<file path="src/rtl/playback_pkg.sv">
// rtl/playback_pkg.sv - shared types and constants for the playback engine
//
// Purpose: state and speed enums, per-speed sample repeat counts and the
// sample half-width used by playback_engine, playback_if and playback_mixer.
// Ports: none (package).
package playback_pkg;

   typedef enum logic [1:0] {
      ST_IDLE  = 2'd0,
      ST_HDR   = 2'd1,
      ST_FETCH = 2'd2,
      ST_PLAY  = 2'd3
   } state_e;

   typedef enum logic [1:0] {
      SPD_NORMAL = 2'b00,
      SPD_FAST   = 2'b01,
      SPD_SLOW   = 2'b10,
      SPD_RSVD   = 2'b11
   } speed_e;

   localparam int REP_W = 3;
   localparam logic [REP_W-1:0] REP_NORMAL = 3'd2;
   localparam logic [REP_W-1:0] REP_FAST   = 3'd1;
   localparam logic [REP_W-1:0] REP_SLOW   = 3'd4;

   // Width of one stereo half (left or right) of a sample word.
   localparam int SAMPLE_HALF_W = 16;

   // Number of audio beats each mixed sample is presented for.
   function automatic logic [REP_W-1:0] rep_count(input speed_e spd);
      case (spd)
         SPD_FAST: rep_count = REP_FAST;
         SPD_SLOW: rep_count = REP_SLOW;
         default:  rep_count = REP_NORMAL;   // normal and reserved
      endcase
   endfunction

endpackage

</file>
<file path="src/rtl/playback_if.sv">
// rtl/playback_if.sv - SDRAM read port and audio sink bundle of the playback engine
//
// Purpose: groups the SDRAM read handshake and the audio valid/ready stream.
// Signals:
//   play_read / play_addr            engine -> SDRAM, held until finished
//   play_readdata / play_sdram_finished SDRAM -> engine, data valid with finished
//   play_audio_valid / play_audio_data  engine -> sink, mixed stereo sample
//   play_audio_ready                 sink -> engine
// Modports: master (engine side), slave (memory / sink side).
interface playback_if #(
   parameter int ADDR_W = 23,
   parameter int DATA_W = 2 * playback_pkg::SAMPLE_HALF_W
);
   logic              play_read;
   logic [ADDR_W-1:0] play_addr;
   logic [DATA_W-1:0] play_readdata;
   logic              play_sdram_finished;
   logic              play_audio_valid;
   logic [DATA_W-1:0] play_audio_data;
   logic              play_audio_ready;

   modport master (
      output play_read, play_addr, play_audio_valid, play_audio_data,
      input  play_readdata, play_sdram_finished, play_audio_ready
   );

   modport slave (
      input  play_read, play_addr, play_audio_valid, play_audio_data,
      output play_readdata, play_sdram_finished, play_audio_ready
   );
endinterface

</file>
<file path="src/rtl/playback_mixer.sv">
// rtl/playback_mixer.sv - combinational saturating stereo mixer
//
// Purpose: sums the left halves and the right halves of all live track
// samples separately and clamps each sum to the signed half-word range.
// Ports:
//   samples  in   NUM_TRACKS x DATA_W  per-track sample words
//   live     in   NUM_TRACKS           tracks that contribute to the mix
//   mix      out  DATA_W               {left, right} saturated sums
module playback_mixer
   import playback_pkg::*;
#(
   parameter int NUM_TRACKS = 2,
   parameter int DATA_W     = 2 * SAMPLE_HALF_W
) (
   input  logic [NUM_TRACKS-1:0][DATA_W-1:0] samples,
   input  logic [NUM_TRACKS-1:0]             live,
   output logic [DATA_W-1:0]                 mix
);
   localparam int HALF_W = DATA_W / 2;
   // Four guard bits hold the full sum of up to eight tracks without wrapping.
   localparam int SUM_W  = HALF_W + 4;
   localparam logic signed [SUM_W-1:0] MAX_V = {{5{1'b0}}, {(HALF_W-1){1'b1}}};
   localparam logic signed [SUM_W-1:0] MIN_V = {{5{1'b1}}, {(HALF_W-1){1'b0}}};

   logic signed [SUM_W-1:0] sum_l;
   logic signed [SUM_W-1:0] sum_r;

   function automatic logic [HALF_W-1:0] sat(input logic signed [SUM_W-1:0] v);
      if (v > MAX_V)
         sat = MAX_V[HALF_W-1:0];
      else if (v < MIN_V)
         sat = MIN_V[HALF_W-1:0];
      else
         sat = v[HALF_W-1:0];
   endfunction

   always_comb begin
      sum_l = '0;
      sum_r = '0;
      for (int i = 0; i < NUM_TRACKS; i++) begin
         if (live[i]) begin
            sum_l = sum_l + {{4{samples[i][DATA_W-1]}}, samples[i][DATA_W-1:HALF_W]};
            sum_r = sum_r + {{4{samples[i][HALF_W-1]}}, samples[i][HALF_W-1:0]};
         end
      end
      mix = {sat(sum_l), sat(sum_r)};
   end
endmodule

</file>
<file path="src/rtl/playback_engine.sv">
// rtl/playback_engine.sv - multi-track SDRAM sample playback with stereo mixing
//
// Purpose: reads a header (sample count) per enabled track, then repeatedly
// fetches one sample per live track, mixes them and presents the mix on the
// audio stream 1/2/4 times depending on play_speed.
// Ports:
//   i_clk, i_rst                 clock, asynchronous active-high reset
//   play_start                   begin playback (IDLE only)
//   play_select, play_track_en   per-track header address and enable, sampled at start
//   play_pause                   level; freezes audio and blocks new reads
//   play_stop                    abort to IDLE, wins over everything
//   play_speed                   00 normal, 01 fast, 10 slow, 11 as normal
//   play_done, play_busy         completion/stop pulse, not-IDLE flag
//   bus (playback_if.master)     SDRAM read port and audio sink
// Build option: PLAYBACK_LOOP_EN makes every track wrap to its first sample
// instead of ending, so playback only ends through play_stop.
module playback_engine
   import playback_pkg::*;
#(
   parameter int NUM_TRACKS = 2,
   parameter int ADDR_W     = 23,
   parameter int DATA_W     = 2 * SAMPLE_HALF_W
) (
   input  logic                             i_clk,
   input  logic                             i_rst,
   input  logic                             play_start,
   input  logic [NUM_TRACKS-1:0][ADDR_W-1:0] play_select,
   input  logic [NUM_TRACKS-1:0]            play_track_en,
   input  logic                             play_pause,
   input  logic                             play_stop,
   input  logic [1:0]                       play_speed,
   output logic                             play_done,
   output logic                             play_busy,
   playback_if.master                       bus
);
   localparam int IDX_W = (NUM_TRACKS > 1) ? $clog2(NUM_TRACKS) : 1;

   state_e                           state_q, state_d;
   logic [NUM_TRACKS-1:0]            hdr_pend_q, hdr_pend_d;
   logic [NUM_TRACKS-1:0]            fetch_pend_q, fetch_pend_d;
   logic [NUM_TRACKS-1:0]            live_q, live_d;
   logic [NUM_TRACKS-1:0][ADDR_W-1:0] sel_q, sel_d;
   logic [NUM_TRACKS-1:0][ADDR_W-1:0] addr_q, addr_d;
   logic [NUM_TRACKS-1:0][ADDR_W-1:0] last_q, last_d;
   logic [NUM_TRACKS-1:0][DATA_W-1:0] sample_q, sample_d;
   logic                             rd_q, rd_d;
   logic [ADDR_W-1:0]                rd_addr_q, rd_addr_d;
   logic [IDX_W-1:0]                 rd_idx_q, rd_idx_d;
   logic                             valid_q, valid_d;
   logic [DATA_W-1:0]                mix_q, mix_d;
   logic [REP_W-1:0]                 rep_q, rep_d;
   logic                             done_q, done_d;

   logic [NUM_TRACKS-1:0]            pend;
   logic [IDX_W-1:0]                 cur_idx;
   logic [ADDR_W-1:0]                len;
   logic                             beat;
   logic [DATA_W-1:0]                mix_w;

   playback_mixer #(.NUM_TRACKS(NUM_TRACKS), .DATA_W(DATA_W)) u_mixer (
      .samples (sample_q),
      .live    (live_q),
      .mix     (mix_w)
   );

   always_comb begin
      state_d      = state_q;
      hdr_pend_d   = hdr_pend_q;
      fetch_pend_d = fetch_pend_q;
      live_d       = live_q;
      sel_d        = sel_q;
      addr_d       = addr_q;
      last_d       = last_q;
      sample_d     = sample_q;
      rd_d         = rd_q;
      rd_addr_d    = rd_addr_q;
      rd_idx_d     = rd_idx_q;
      valid_d      = valid_q;
      mix_d        = mix_q;
      rep_d        = rep_q;
      done_d       = 1'b0;
      len          = bus.play_readdata[ADDR_W-1:0];
      beat         = valid_q & ~play_pause & bus.play_audio_ready;

      // Lowest pending track index is served first.
      pend    = (state_q == ST_HDR) ? hdr_pend_q : fetch_pend_q;
      cur_idx = '0;
      for (int i = NUM_TRACKS - 1; i >= 0; i--) begin
         if (pend[i]) cur_idx = IDX_W'(i);
      end

      case (state_q)
         ST_IDLE: begin
            if (play_start) begin
               state_d      = ST_HDR;
               sel_d        = play_select;
               hdr_pend_d   = play_track_en;
               fetch_pend_d = '0;
               live_d       = '0;
               addr_d       = '0;
               last_d       = '0;
               sample_d     = '0;
               rep_d        = '0;
            end
         end
         ST_HDR: begin
            if (rd_q) begin
               if (bus.play_sdram_finished) begin
                  rd_d                 = 1'b0;
                  hdr_pend_d[rd_idx_q] = 1'b0;
                  last_d[rd_idx_q]     = sel_q[rd_idx_q] + len;
                  addr_d[rd_idx_q]     = sel_q[rd_idx_q] + ADDR_W'(1);
                  live_d[rd_idx_q]     = (len != '0);
               end
            end else if (hdr_pend_q != '0) begin
               if (!play_pause) begin
                  rd_d      = 1'b1;
                  rd_addr_d = sel_q[cur_idx];
                  rd_idx_d  = cur_idx;
               end
            end else if (live_q == '0) begin
               // Nothing survived the headers: finish without a fetch round.
               state_d = ST_IDLE;
               done_d  = 1'b1;
            end else begin
               state_d      = ST_FETCH;
               fetch_pend_d = live_q;
            end
         end
         ST_FETCH: begin
            if (rd_q) begin
               if (bus.play_sdram_finished) begin
                  rd_d                   = 1'b0;
                  fetch_pend_d[rd_idx_q] = 1'b0;
                  sample_d[rd_idx_q]     = bus.play_readdata;
                  addr_d[rd_idx_q]       = rd_addr_q + ADDR_W'(1);
               end
            end else if (fetch_pend_q != '0) begin
               if (addr_q[cur_idx] > last_q[cur_idx]) begin
`ifdef PLAYBACK_LOOP_EN
                  if (!play_pause) begin
                     rd_d      = 1'b1;
                     rd_addr_d = sel_q[cur_idx] + ADDR_W'(1);
                     rd_idx_d  = cur_idx;
                  end
`else
                  live_d[cur_idx]       = 1'b0;
                  sample_d[cur_idx]     = '0;
                  fetch_pend_d[cur_idx] = 1'b0;
`endif
               end else if (!play_pause) begin
                  rd_d      = 1'b1;
                  rd_addr_d = addr_q[cur_idx];
                  rd_idx_d  = cur_idx;
               end
            end else if (live_q == '0) begin
               state_d = ST_IDLE;
               done_d  = 1'b1;
            end else begin
               state_d = ST_PLAY;
               mix_d   = mix_w;
               valid_d = 1'b1;
               rep_d   = '0;
            end
         end
         ST_PLAY: begin
            if (beat) begin
               // >= keeps a mid-sample speed change from overshooting.
               if (rep_q + REP_W'(1) >= rep_count(speed_e'(play_speed))) begin
                  state_d      = ST_FETCH;
                  valid_d      = 1'b0;
                  rep_d        = '0;
                  fetch_pend_d = live_q;
               end else begin
                  rep_d = rep_q + REP_W'(1);
               end
            end
         end
         default: state_d = ST_IDLE;
      endcase

      // Stop overrides everything; its done pulse is driven combinationally.
      if (play_stop) begin
         state_d = ST_IDLE;
         rd_d    = 1'b0;
         valid_d = 1'b0;
         rep_d   = '0;
         done_d  = 1'b0;
      end
   end

   always_ff @(posedge i_clk or posedge i_rst) begin
      if (i_rst) begin
         state_q      <= ST_IDLE;
         hdr_pend_q   <= '0;
         fetch_pend_q <= '0;
         live_q       <= '0;
         sel_q        <= '0;
         addr_q       <= '0;
         last_q       <= '0;
         sample_q     <= '0;
         rd_q         <= 1'b0;
         rd_addr_q    <= '0;
         rd_idx_q     <= '0;
         valid_q      <= 1'b0;
         mix_q        <= '0;
         rep_q        <= '0;
         done_q       <= 1'b0;
      end else begin
         state_q      <= state_d;
         hdr_pend_q   <= hdr_pend_d;
         fetch_pend_q <= fetch_pend_d;
         live_q       <= live_d;
         sel_q        <= sel_d;
         addr_q       <= addr_d;
         last_q       <= last_d;
         sample_q     <= sample_d;
         rd_q         <= rd_d;
         rd_addr_q    <= rd_addr_d;
         rd_idx_q     <= rd_idx_d;
         valid_q      <= valid_d;
         mix_q        <= mix_d;
         rep_q        <= rep_d;
         done_q       <= done_d;
      end
   end

   assign play_busy            = (state_q != ST_IDLE);
   assign play_done            = done_q | (play_stop & play_busy);
   assign bus.play_read        = rd_q;
   assign bus.play_addr        = rd_addr_q;
   assign bus.play_audio_valid = valid_q & ~play_pause;
   assign bus.play_audio_data  = mix_q;
endmodule

</file>
<file path="src/flat_wrapper.sv">
// flat-port wrapper written by rule: the top's interface ports become plain ports
module playback_engine_flat import playback_pkg::*;
#(
   parameter int NUM_TRACKS = 2,
   parameter int ADDR_W     = 23,
   parameter int DATA_W     = 2 * SAMPLE_HALF_W
)
  (i_clk, i_rst, play_start, play_select, play_track_en, play_pause, play_stop, play_speed, play_done, play_busy, bus_play_read, bus_play_addr, bus_play_audio_valid, bus_play_audio_data, bus_play_readdata, bus_play_sdram_finished, bus_play_audio_ready);
  playback_if #(.ADDR_W(ADDR_W), .DATA_W(DATA_W)) bus_i ();
  input  logic i_clk;
  input  logic i_rst;
  input  logic play_start;
  input  logic [NUM_TRACKS-1:0][ADDR_W-1:0] play_select;
  input  logic [NUM_TRACKS-1:0] play_track_en;
  input  logic play_pause;
  input  logic play_stop;
  input  logic [1:0] play_speed;
  output logic play_done;
  output logic play_busy;
  output wire logic [$bits(bus_i.play_read)-1:0] bus_play_read;
  output wire logic [$bits(bus_i.play_addr)-1:0] bus_play_addr;
  output wire logic [$bits(bus_i.play_audio_valid)-1:0] bus_play_audio_valid;
  output wire logic [$bits(bus_i.play_audio_data)-1:0] bus_play_audio_data;
  input wire logic [$bits(bus_i.play_readdata)-1:0] bus_play_readdata;
  input wire logic [$bits(bus_i.play_sdram_finished)-1:0] bus_play_sdram_finished;
  input wire logic [$bits(bus_i.play_audio_ready)-1:0] bus_play_audio_ready;
  assign bus_play_read = bus_i.play_read;
  assign bus_play_addr = bus_i.play_addr;
  assign bus_play_audio_valid = bus_i.play_audio_valid;
  assign bus_play_audio_data = bus_i.play_audio_data;
  assign bus_i.play_readdata = bus_play_readdata;
  assign bus_i.play_sdram_finished = bus_play_sdram_finished;
  assign bus_i.play_audio_ready = bus_play_audio_ready;
  playback_engine #(.NUM_TRACKS(NUM_TRACKS), .ADDR_W(ADDR_W), .DATA_W(DATA_W)) u_core (.i_clk(i_clk), .i_rst(i_rst), .play_start(play_start), .play_select(play_select), .play_track_en(play_track_en), .play_pause(play_pause), .play_stop(play_stop), .play_speed(play_speed), .play_done(play_done), .play_busy(play_busy), .bus(bus_i));
endmodule
</file>
<file path="config.mk">
export PLATFORM = sky130hd
export DESIGN_NAME = playback_engine_flat
export DESIGN_NICKNAME = d
export VERILOG_FILES = /design/src/rtl/playback_pkg.sv /design/src/rtl/playback_if.sv /design/src/rtl/playback_mixer.sv /design/src/rtl/playback_engine.sv /design/src/flat_wrapper.sv
export SDC_FILE = /design/constraint.sdc
export NUM_CORES = 1
export LEC_CHECK = 0
export BUFFER_PORTS_ARGS = -buffer_cell sky130_fd_sc_hd__buf_2
export CAP_MARGIN = 20
export CORE_MARGIN = 5
export CORE_UTILIZATION = 61
export DETAILED_ROUTE_END_ITERATION = 6
export HOLD_SLACK_MARGIN = 0.1
export PLACE_DENSITY = 0.86
export SYNTH_ARGS = -nofsm -noshare
export SYNTH_HDL_FRONTEND = slang
export SYNTH_SLANG_ARGS = --single-unit
export TNS_END_PERCENT = 100
</file>
<file path="constraint.sdc">
create_clock -name i_clk -period 11.4 [get_ports i_clk]
set_input_delay 2.28 -clock i_clk [delete_from_list [all_inputs] [get_ports i_clk]]
set_output_delay 2.28 -clock i_clk [all_outputs]
set_load 0.005 [all_outputs]
</file>
==> flow_summary.json <==
{
  "status": "complete, no violations",
  "wl_per_cell_um": 20.8,
  "first_pass_iters": 6,
  "dpl_worst_slack_ps": 5940,
  "comb_power_share": 0.486,
  "dpl.hpwl_um": 34600,
  "powerDensity_mw_per_mm2": 243,
  "swShare": 0.427,
  "crit_type": "flip-flop to flip-flop",
  "h-tree-depth": 1,
  "crit_required_ps": 11890,
  "start_kind": "flip-flop",
  "grt_start_max_net_pins": 140,
  "p_leak_uw": 0.00869,
  "worst_slack_ps": 5680,
  "timing.rr.start": "u_core.state_q[1]",
  "reg2reg_slack_ps": 5680,
  "tritoncts": "done",
  "max_slew_margin": 0.223,
  "ys_async_sr_fraction": 1.00,
  "ctsResizeCount": 0,
  "ys_ff_latch": 272,
  "rr_endpoint": "u_core.sample_q[32]",
  "cts.root.buffer_cell": "clkbuf_16",
  "drc": 0,
  "io_buffers": 147,
  "tightest_slew_ps": 1170,
  "p_switching_uw": 2010,
  "antenna_found_initial": 1,
  "final_util": 0.679,
  "period_needed_ps": 5720,
  "synth_edf_count": 0,
  "grt_pass1_vias": 15000,
  "synth_xor_area_frac": 0.0455,
  "area_delta_synth_final_pct": 10.8,
  "fmax_ghz": 0.175,
  "start_util": 0.613,
  "ys_types": 88,
  "via_count": 15400,
  "drtIter0Drc": 2152,
  "synth_simple_gate_area_share": 0.137,
  "worst_clock_skew_ps": 13.2,
  "cts_setup_buffers": 0,
  "yosys.area_share.adder": 0.0586,
  "ys.flop_type": "dfrtp_1",
  "cts_buffer_depth": 3,
  "cts_buffers": 29,
  "synthCells": 1847,
  "path_clk_slew_ps": 60,
  "finalCritPeriodShare": 0.502,
  "final_cells": 2329,
  "finalSetupTns_ps": 0,
  "pin_count": 148,
  "endpoint_kind": "flip-flop",
  "grt-ovfl-total": 0,
  "finalHoldWorstSlack_ps": 483,
  "synth_area_per_cell_um2": 9.47,
  "synth_nets": 2013,
  "slew_viol_final": 0,
  "p_seq_frac": 0.308,
  "gp_congestion": 0.959,
  "postCtsHoldBufs": 0,
  "grt_first_pass_wirelength_um": 77700,
  "grt_usage": 0.296,
  "coreArea_mm2": 0.0285,
  "antenna_left": 0,
  "synth_compound_area_frac": 0.234,
  "rows": 62,
  "drv_cap": 0,
  "power.internal_uw": 2700,
  "ff2ff_path_depth": 18,
  "rsz0062_at_grt": "no",
  "synth_top_family_by_area": "compound AO/OA/AOI/OAI gates",
  "fin_nets": 2089,
  "synth.area.mux_share": 0.0942,
  "arrival_ps": 6210,
  "via_per_inst": 6.60,
  "hold_path_depth": 1,
  "min-delay-start": "u_core.bus.play_audio_data[4]",
  "hold_end": "u_core.bus.play_audio_data[4]",
  "final-setup-viol-count": 0,
  "drive_gt1_frac": 0.172,
  "dp_cells": 2276,
  "clkPwrFrac": 0.206,
  "fillers": 2228,
  "numClockSinks": 272,
  "ys_warn_count": 0,
  "routed_wl_um": 48500,
  "cp_max_fo": 71,
  "ir_drop_mv": 0.234,
  "fp.dieArea_mm2": 0.0322,
  "yosysSeqAreaShare": 0.389,
  "syn_area_mm2": 0.0175,
  "hold_path_class": "flip-flop to flip-flop",
  "insertion_delay_ps": 560,
  "hold_viol_final": 0,
  "die_y_um": 179,
  "die_w_um": 179
}
synth_stat cells, types with 5 or more instances:
library cell | number | share of area
dfrtp_1 | 272 | 0.39
nor2_1 | 130 | 0.028
nand2_1 | 125 | 0.027
a21oi_1 | 111 | 0.032
a22o_1 | 110 | 0.055
o21ai_0 | 106 | 0.030
clkbuf_1 | 94 | 0.020
mux2_2 | 85 | 0.055
ha_1 | 74 | 0.053
xnor2_1 | 72 | 0.036
mux2i_1 | 69 | 0.039
inv_1 | 55 | 0.012
nand2b_1 | 41 | 0.015
nand3_1 | 38 | 0.011
nor3_1 | 36 | 0.010
and2_1 | 27 | 0.0097
o211ai_1 | 27 | 0.012
a21o_1 | 25 | 0.011
o21a_1 | 24 | 0.010
o221ai_1 | 23 | 0.012
buf_2 | 22 | 0.0063
a31oi_1 | 19 | 0.0068
xor2_1 | 19 | 0.0095
nand4_1 | 18 | 0.0064
o22a_1 | 18 | 0.0090
o22ai_1 | 17 | 0.0061
and3_1 | 14 | 0.0050
nor2b_1 | 14 | 0.0050
o31ai_1 | 13 | 0.0056
a21boi_0 | 10 | 0.0043
nor4_1 | 10 | 0.0036
o21bai_1 | 7 | 0.0030
a211oi_1 | 5 | 0.0021
a32o_1 | 5 | 0.0029
nand3b_1 | 5 | 0.0021
nand4b_1 | 5 | 0.0025
o21ai_1 | 5 | 0.0014
critical path: stages (launching register included):
cell and delay [ps]:
dfrtp_1 420, inv_1 140, ha_1 160, buf_4 310
nor2b_1 130, a211oi_4 220, buf_4 910, mux2_2 450
ha_1 320, nor2b_1 150, o21a_1 160, o21a_1 160
o21ai_0 230, a31oi_1 200, o2111ai_1 280, nand3_1 240
nand3_1 550, buf_4 350, a22o_1 180
through the flow:
step | instance area [um2] | power (uW)
2_1_floorplan | 17500 | 3030
3_3_place_gp | 18400 | 3560
3_5_place_dp | 18400 | 3660
4_1_cts | 19400 | 4660
5_1_grt | 19400 | 4990
6_report | 19400 | 4710
how the worst max path moves through the flow:
| stage | start | to | slack [ps] | depth (start not counted) |
|---|---|---|---|---|
| 6_report | u_core.state_q[1] | u_core.sample_q[32] | 5680 | 18 |
| 3_3_place_gp | u_core.state_q[1] | u_core.sample_q[33] | 6100 | 18 |
| 3_5_place_dp | u_core.state_q[1] | u_core.sample_q[38] | 5940 | 18 |
| 2_1_floorplan | i_rst | u_core.addr_q[0] | 1620 | 1 |
| 5_1_grt | u_core.state_q[1] | u_core.sample_q[62] | 5460 | 18 |
| 4_1_cts | u_core.state_q[1] | u_core.sample_q[63] | 5870 | 18 |
cell usage in the layout, fill, tap and decap left out, types with 6 or more instances in the layout:
cell type,n
a21boi_0,10
a21o_1,25
a21oi_1,111
a22o_1,110
a31oi_1,19
and2_1,27
and3_1,14
buf_2,147
buf_4,22
clkbuf_16,29
clkbuf_8,6
clkinv_2,6
dfrtp_1,270
ha_1,74
inv_1,54
mux2_2,85
mux2i_1,69
nand2_1,124
nand2b_1,41
nand3_1,38
nand4_1,18
nor2_1,127
nor2b_1,14
nor3_1,35
nor4_1,9
o211ai_1,27
o21a_1,24
o21ai_0,106
o21bai_1,7
o221ai_1,23
o22a_1,18
o22ai_1,17
o31ai_1,13
xnor2_1,72
xor2_1,19
cell type report:
class	count	area [um2]	share of cell area
Multi-Input combinational cell	1393	10000	0.515
Sequential cell	272	6810	0.351
Timing Repair Buffer	169	901	0.0464
Clock buffer	38	820	0.0423
Tap cell	384	480	0.0248
Inverter	58	225	0.0116
Clock inverter	14	160	0.00826
Antenna cell	1	2.50	0.000129
state kept, by name, indices dropped and copies added (netlist names), 3 cells and up:
name / flops
u_core.addr_q: 46
u_core.bus.play_addr: 23
u_core.bus.play_audio_data: 32
u_core.last_q: 46
u_core.rep_q: 3
u_core.sample_q: 64
u_core.sel_q: 46
cells by family (layout without fill, tap and decap cells):
family / Yosys count / count (layout)
AO/OA/AOI/OAI: 580 / 580
XOR/XNOR: 91 / 91
adder cells (fa/ha/maj): 81 / 81
buffers and inverters: 182 / 279
flip-flops: 272 / 272
multiplexers: 154 / 154
other: 0 / 1
AND/OR/NAND/NOR: 487 / 487
power groups by stage:
stage,combinational [uW],clock [uW],sequential [uW]
after floorplan,1650,0,1380
after global placement,2120,0,1440
after detailed placement,2210,0,1450
after CTS,2240,978,1440
after global routing,2490,1020,1480
final,2290,970,1450
per-layer routing:
layer,GRT usage,routed length [um]
met1,0.399,19900
met2,0.484,22200
met3,0.0606,4680
met4,0.0977,1710
met5,0,0
Power figures use the tool's default switching activity.
